[src/rtl/apb_phase_fsm.sv]
// APB requester phase sequencer: turns one AHB-side request into an APB SETUP/ACCESS
// transfer. Define APB_PHASE_FSM_TIMEOUT_EN to abort ACCESS after TMO_CYC wait states.
module apb_phase_fsm #(
  parameter  int NUM_SLV = 4,
  parameter  int ADDR_W  = 32,
  parameter  int DATA_W  = 32,
  parameter  int TMO_CYC = 16,
  localparam int SLV_W   = (NUM_SLV > 1) ? $clog2(NUM_SLV) : 1
) (
  input  logic                      h_clk,
  input  logic                      h_resetn,
  input  logic                      req_valid,
  output logic                      req_ready,
  input  logic                      req_write,
  input  logic [ADDR_W-1:0]         req_addr,
  input  logic [DATA_W-1:0]         req_wdata,
  input  logic [SLV_W-1:0]          req_slv,
  output logic                      resp_valid,
  output logic [DATA_W-1:0]         resp_rdata,
  output logic                      resp_err,
  output logic [NUM_SLV-1:0]        p_sel,
  output logic                      p_enable,
  output logic [ADDR_W-1:0]         p_addr,
  output logic                      p_write,
  output logic [DATA_W-1:0]         p_wdata,
  input  logic [NUM_SLV*DATA_W-1:0] p_rdata,
  input  logic [NUM_SLV-1:0]        p_ready,
  input  logic [NUM_SLV-1:0]        p_slverr,
  output logic [1:0]                dbg_state
);

  // Handshake: a request transfers on any cycle where req_valid && req_ready;
  // resp_valid is a single-cycle pulse carrying resp_err/resp_rdata, no back-pressure.

  typedef enum logic [1:0] {
    S_IDLE   = 2'd0,
    S_SETUP  = 2'd1,
    S_ACCESS = 2'd2
  } state_e;

  localparam logic [SLV_W:0] NUM_SLV_L = (SLV_W+1)'(NUM_SLV);

  state_e              state_q, state_d;
  logic [SLV_W-1:0]    slv_q, slv_d;
  logic [NUM_SLV-1:0]  p_sel_q, p_sel_d;
  logic                p_enable_q, p_enable_d;
  logic [ADDR_W-1:0]   p_addr_q, p_addr_d;
  logic                p_write_q, p_write_d;
  logic [DATA_W-1:0]   p_wdata_q, p_wdata_d;
  logic                bad_slv_q, bad_slv_d;

  logic                sel_ready;
  logic                sel_slverr;
  logic [DATA_W-1:0]   sel_rdata;
  logic [NUM_SLV-1:0]  req_sel_oh;
  logic                in_range;
  logic                tmo_hit;
  logic                xfer_done;
  logic                accept;

  // Only the latched slave's response lines are ever looked at.
  always_comb begin
    sel_ready  = 1'b0;
    sel_slverr = 1'b0;
    sel_rdata  = '0;
    for (int k = 0; k < NUM_SLV; k++) begin
      if (slv_q == SLV_W'(k)) begin
        sel_ready  = p_ready[k];
        sel_slverr = p_slverr[k];
        sel_rdata  = p_rdata[k*DATA_W +: DATA_W];
      end
    end
  end

  always_comb begin
    req_sel_oh = '0;
    for (int k = 0; k < NUM_SLV; k++) begin
      req_sel_oh[k] = (req_slv == SLV_W'(k));
    end
  end

  assign in_range = ({1'b0, req_slv} < NUM_SLV_L);

`ifdef APB_PHASE_FSM_TIMEOUT_EN
  logic [7:0] tmo_cnt_q, tmo_cnt_d;

  assign tmo_hit = (state_q == S_ACCESS) && !sel_ready && (tmo_cnt_q == 8'(TMO_CYC - 1));

  always_comb begin
    tmo_cnt_d = tmo_cnt_q;
    if (state_q == S_SETUP) begin
      tmo_cnt_d = '0;
    end else if ((state_q == S_ACCESS) && !sel_ready && !tmo_hit) begin
      tmo_cnt_d = tmo_cnt_q + 8'd1;
    end
  end

  always_ff @(posedge h_clk or negedge h_resetn) begin
    if (!h_resetn) tmo_cnt_q <= '0;
    else           tmo_cnt_q <= tmo_cnt_d;
  end
`else
  // TMO_CYC has no effect without the timeout build.
  assign tmo_hit = 1'b0 & (TMO_CYC > 0);
`endif

  assign xfer_done = (state_q == S_ACCESS) && (sel_ready || tmo_hit);
  assign req_ready = (state_q == S_IDLE) || xfer_done;
  assign accept    = req_valid && req_ready;

  always_comb begin
    state_d    = state_q;
    slv_d      = slv_q;
    p_sel_d    = p_sel_q;
    p_enable_d = p_enable_q;
    p_addr_d   = p_addr_q;
    p_write_d  = p_write_q;
    p_wdata_d  = p_wdata_q;
    bad_slv_d  = 1'b0;

    case (state_q)
      S_IDLE: ;
      S_SETUP: begin
        state_d    = S_ACCESS;
        p_enable_d = 1'b1;
      end
      S_ACCESS: begin
        if (xfer_done) begin
          state_d    = S_IDLE;
          p_sel_d    = '0;
          p_enable_d = 1'b0;
        end
      end
      default: state_d = S_IDLE;
    endcase

    // A request taken on a completion cycle overrides the return to IDLE.
    if (accept) begin
      if (in_range) begin
        state_d    = S_SETUP;
        slv_d      = req_slv;
        p_sel_d    = req_sel_oh;
        p_enable_d = 1'b0;
        p_addr_d   = req_addr;
        p_write_d  = req_write;
        p_wdata_d  = req_wdata;
      end else begin
        state_d    = S_IDLE;
        p_sel_d    = '0;
        p_enable_d = 1'b0;
        bad_slv_d  = 1'b1;
      end
    end
  end

  always_ff @(posedge h_clk or negedge h_resetn) begin
    if (!h_resetn) begin
      state_q    <= S_IDLE;
      slv_q      <= '0;
      p_sel_q    <= '0;
      p_enable_q <= 1'b0;
      p_addr_q   <= '0;
      p_write_q  <= 1'b0;
      p_wdata_q  <= '0;
      bad_slv_q  <= 1'b0;
    end else begin
      state_q    <= state_d;
      slv_q      <= slv_d;
      p_sel_q    <= p_sel_d;
      p_enable_q <= p_enable_d;
      p_addr_q   <= p_addr_d;
      p_write_q  <= p_write_d;
      p_wdata_q  <= p_wdata_d;
      bad_slv_q  <= bad_slv_d;
    end
  end

  // An out-of-range index answers from IDLE one cycle after acceptance.
  assign resp_valid = bad_slv_q || xfer_done;
  assign resp_err   = bad_slv_q || (xfer_done && (tmo_hit || sel_slverr));
  assign resp_rdata = (xfer_done && sel_ready && !p_write_q && !sel_slverr) ? sel_rdata : '0;

  assign p_sel     = p_sel_q;
  assign p_enable  = p_enable_q;
  assign p_addr    = p_addr_q;
  assign p_write   = p_write_q;
  assign p_wdata   = p_wdata_q;
  assign dbg_state = state_q;

endmodule

[config.mk]
export PLATFORM = sky130hd
export DESIGN_NAME = apb_phase_fsm
export DESIGN_NICKNAME = d
export VERILOG_FILES = /design/src/rtl/apb_phase_fsm.sv
export SDC_FILE = /design/constraint.sdc
export NUM_CORES = 1
export LEC_CHECK = 0
export CAP_MARGIN = 20
export CORE_AREA = 2 2 120 122
export CTS_CLUSTER_SIZE = 25
export DETAILED_ROUTE_END_ITERATION = 6
export DIE_AREA = 0 0 122 124
export MAX_ROUTING_LAYER = met4
export PLACE_DENSITY = 0.72
export SYNTH_ARGS = -nofsm -noshare
export SYNTH_HDL_FRONTEND = slang
export SYNTH_SLANG_ARGS = --single-unit
export TNS_END_PERCENT = 100
[constraint.sdc]
create_clock -name h_clk -period 2.4 [get_ports h_clk]
set_input_delay 0.24 -clock h_clk [delete_from_list [all_inputs] [get_ports h_clk]]
set_output_delay 0.24 -clock h_clk [all_outputs]
set_load 0.01 [all_outputs]
== After elaboration in Yosys (flattened, before gate mapping) ==
Cells that the tools add are included.

* Output and inout port bits: 107
* Memories: 0
* Input bits: 206
* Register bits: 74
* Logic and storage cells: 57
* Bits in latches: 0
* Bits in read-only memories: 0
* Bits in writable memories: 0

* Magnitude comparators: 0
* $mul: 0
* Shift operators: 0
* Bitwise gates (word level): 0
* Equality and inequality tests: 10
* Reduce and logical (&&, ||, !) cells: 18
* Muxes and demuxes: 22
* Divide/modulo/power cells: 0
* $add $sub $neg: 0

{| class="wikitable"
|+ Operator list
! cell !! count
|-
| 2-to-1 mux 32 bit || 5
|-
| 2-to-1 mux 4 bit || 3
|-
| equality test 2 bit, second input constant || 5
|-
| 2-to-1 mux 1 bit || 10
|-
| equality test 2 x 1 -> 1 bit, second input constant || 3
|-
| logical AND 1 bit || 6
|-
| logical NOT 2 bit || 3
|-
| one-hot mux 2 bit (3 select lines) || 1
|-
| AND reduction 2 bit || 3
|-
| 2-to-1 mux 2 bit || 2
|-
| nonzero test 2 bit || 2
|-
| != test 3 bit, second input constant || 1
|-
| nonzero test 3 bit || 1
|-
| logical NOT 1 bit || 2
|-
| != test 2 bit, second input constant || 1
|-
| one-hot mux 1 bit (2 select lines) || 1
|-
| logical OR 1 bit || 1
|}

== Logic depth before layout (Yosys ltp) ==
* Depth in word-level cells: 10
* Mapped depth: 6
* Gate-level depth less buffers: 3

== Worst setup path after synthesis ==
Ideal clock, no wire load.

* Path kind: reg-to-output
* From: reg slv_q[0]
* To: out resp_rdata[10]
* Data required time: 2.160 ns
* Buffers on the path: 2
* Cell stages (with the launch flop): 6
* Arrival time: 1.868 ns
* Path slack: 0.292 ns
* Cell sequence: dfrtp_1 buf_6 mux4_2 or4b_4 buf_2 nor2b_1

* Longest elaborated chain between the ends: 10
* Elaborated cells on any way between the ends: 22
* Those cells by class: eq/ne: 3; mux: 13; reduce/logical: 6

{| class="wikitable"
|+ RTL lines
! element !! RTL line !! RTL
|-
| start: declaration || 44 || <nowiki>logic [SLV_W-1:0] slv_q, slv_d;</nowiki>
|-
| start signal: assignment || 168 || <nowiki>slv_q <= slv_d;</nowiki>
|-
| logical NOT 2 bit || 67 || <nowiki>if (slv_q == SLV_W'(k)) begin</nowiki>
|-
| 2-to-1 mux 1 bit (4 in series) || 67 ||
|-
| logical AND 1 bit || 107 || <nowiki>assign xfer_done = (state_q == S_ACCESS) && (sel_ready || tmo_hit);</nowiki>
|-
| logical AND 1 bit (3 in series) || 181 || <nowiki>assign resp_rdata = (xfer_done && sel_ready && !p_write_q && !sel_slverr) ? sel_rdata : '0;</nowiki>
|-
| 2-to-1 mux 32 bit (*) || 181 ||
|-
| end: declaration || 19 || <nowiki>output logic [DATA_W-1:0] resp_rdata,</nowiki>
|}

Mark *: on every way between the ends. The rest lies on a longest branch, timed or not.

== Final worst setup path ==
* From: reg slv_q[0]
* To: out resp_rdata[19]

The elaborated chain is that of the path after synthesis.

==> summary.txt <==
Failing checks - setup timing
Slew @ Worst Pin - 0.9236 ns
Clock insertion delay at the later pin of the skew report - 0.33 ns
Critical path's top delay family - simple AND/OR/NAND/NOR gates
CP Class - reg -> out
Final Critical Period - 2.660 ns
Final hold vios - 0
Core Area - 13,720 sq um
Crit path buffers/inverters - 2
Cell variety after synth - 21
DR vias - 3,682
Top achievable clock speed - 375.9 MHz
Ranking of synthesized cells by area - dfrtp_1 (45%), mux2_4 (24%), mux4_2 (19%), nor2b_1 (4.9%), buf_6 (2.5%)
Skew final - 0.008419 ns
Post-CTS Hold Fix Bufs - 0
Routed wire per std cell - 22.14 um
Pre-Repair DR Iteration Count - 4
Nets - 801
Met2 wire len - 9339 um
CP startpoint kind - flop
Register Area - 1853 sq um
Initial antenna violation count - 1
Antenna-violating nets left - 0
DR DRC count - 0
Final worst path period share - 1.108
Max Cap Violations - 0
LEAKAGE - 3.466 nW
CP Cell Sequence - mux4_2 > or4b_4 > buf_6 > nor2b_1 > buf_2
Post-synth EDFFs - 0
Most frequent cell after synthesis - dfrtp_1
Slew Viols, Final - 0
Arrival time at the worst endpoint - 2.42 ns
Slowest cell on crit path - or4b_4
FP Rows - 43
Setup slack after layout - -0.2602 ns
Top cells by count, synth - dfrtp_1 (74), mux2_4 (65), mux4_2 (34)
DP Area - 7438 sq um
FILL cells - 1,122
TritonCTS Sinks - 74
Initial Util - 0.3004
Worst-path clk slew - 0.06 ns
Post-Route WL - 17,290 um
Vias in the first global route - 4,013
RSZ-0062 raised after global routing - yes
Mapped Nets - 456
Synth Cell Area - 4121 sq um
Finish-stage setup viols - 82
Post-Syn Instances - 250
CTS H-tree depth - 3
# port buffers - 312
Crit path required time - 2.16 ns
Worst-path maximum fanout - 5
Die Ht - 124 um
Crit end category - output pin
Gp weighted congestion - 0.8463
CTS tree - done
Total GRT Usage - 0.2082
I/O pin cnt - 313
Die span in x - 122 um
R2R Setup Slk - -0.08 ns
Power Density - 1063 nW/um^2
Largest net degree at the start of global routing - 75
First-pass GRT wire length - 22,540 um
Slew headroom - 0.3843
DR top layer - met4
Area grow syn2layout - 98.63%
Sequential fraction of the synthesis area - 0.4493
Grt ovf - 0
Hpwl dp - 12,000 um
Share of layout cells above drive strength 1 - 0.3400
Tot Pwr - 8.702 mW
Routed met1 length - 5909 um
CTS buffer count - 9
Mean Syn Cell Area - 16.49 sq um
Crit path largest cell delay - 0.66 ns
Final Cell Area - 8187 sq um
Top cell type's share of synthesized area - 0.4493
Synth async-reset ratio - 1.000
CTS Root Cell - clkbuf_16
Run status - finished with violations
Min-Delay Path Class - in -> async
Synth Register Bits - 74
Area of the multi-input gates - 2241 sq um
DR vias/cell - 4.714
Max clock buf depth - 2
Peak supply drop - 639.1 uV
WL met3 - 1304 um
DRT iter0 DRCs - 129
Ys flop type - dfrtp_1
Cell taking the most area after synthesis - dfrtp_1
Synth warn - 0
Die ar. - 15,130 sq um
==> state kept, by name, summed over array words and instances, names as in the netlist <==
name and count:
p_addr 32, p_wdata 32, p_sel 4, dbg_state 2
slv_q 2, p_enable 1, p_write 1
==> worst register-to-register path, delay by kind of cell, from the launching register on <==
| kind | cells | cell delay [ns] |
|---|---|---|
| AOI/OAI and AO/OA | 1 | 0.33 |
| buffers and inverters | 5 | 0.78 |
| DFF | 1 | 0.40 |
| muxes | 2 | 0.86 |
==> power by group <==
group	switching (mW)	total (mW)	internal, mW
registers	0.397	2.27	1.87
logic	1.81	5.11	3.30
clock network	0.497	1.33	0.829
==> stage by stage <==
stage                     utilization  TNS, ns  setup WS, ns  cells  hold WS (ns)
final                          0.5967   -8.447       -0.2602    781       0.05711
after global routing           0.5967   -14.51       -0.3125    781        0.1183
after CTS                      0.5693   -8.888       -0.3017    767       0.09213
after detailed placement       0.5422   -13.04       -0.4456    732        0.4453
after global placement         0.5422   -11.60       -0.3702    732        0.4266
after floorplan                     -        0        0.2925    250      -0.05559
==> timing repair <==
action,in CTS,in global routing
setup buffers,16,2
hold endpoints to repair,0,0
setup endpoints to repair,35,106
resized for setup,148,31
cloned,3,11
pin swaps,4,3
==> routing by layer <==
metal	global-route usage	vias to the layer above
met5	-	-
met2	0.3715	203
met3	0.05815	42
met1	0.1972	1798
li1	-	1639
met4	0.1351	0
==> worst paths after layout <==
path,to,cells past startpoint,start
setup / recovery,resp_rdata[19],5,slv_q[0]
setup reg to reg,slv_q[0],8,slv_q[0]
min in group h_clk,p_sel[0],1,p_sel[0]
hold reg to reg,p_sel[0],1,p_sel[0]
max in group asynchronous,slv_q[0],1,h_resetn
hold / removal,p_wdata[23],1,h_resetn
==> area by class of cell <==
class / count / share of cell area
diodes: 1 / 0.0003057
clock buffers: 11 / 0.02965
clock inverters: 5 / 0.006572
inverters: 4 / 0.001834
multi-input cells: 157 / 0.2737
flip-flops and latches: 74 / 0.2263
well taps: 180 / 0.02751
repair buffers: 349 / 0.4341
==> cell families after synthesis <==
logic type             count (synthesis)  synth area share
AO/OA/AOI/OAI                          9           0.01761
buffers and inverters                 23           0.03825
flip-flops                            74            0.4493
multiplexers                         102            0.4308
AND/OR/NAND/NOR                       42           0.06406
==> layout by cell type (no fill, tap or decap), types with 4 or more instances in the layout <==
cell type        instances
clkdlybuf4s50_1        276
dfrtp_1                 73
mux2_4                  65
mux4_2                  34
buf_2                   24
nor2b_1                 23
buf_6                   23
clkbuf_16               15
nor2b_4                  8
buf_4                    8
buf_12                   5
inv_1                    4
or4b_4                   4
a32o_1                   4
Note: power is estimated with default switching activity, not from simulation.
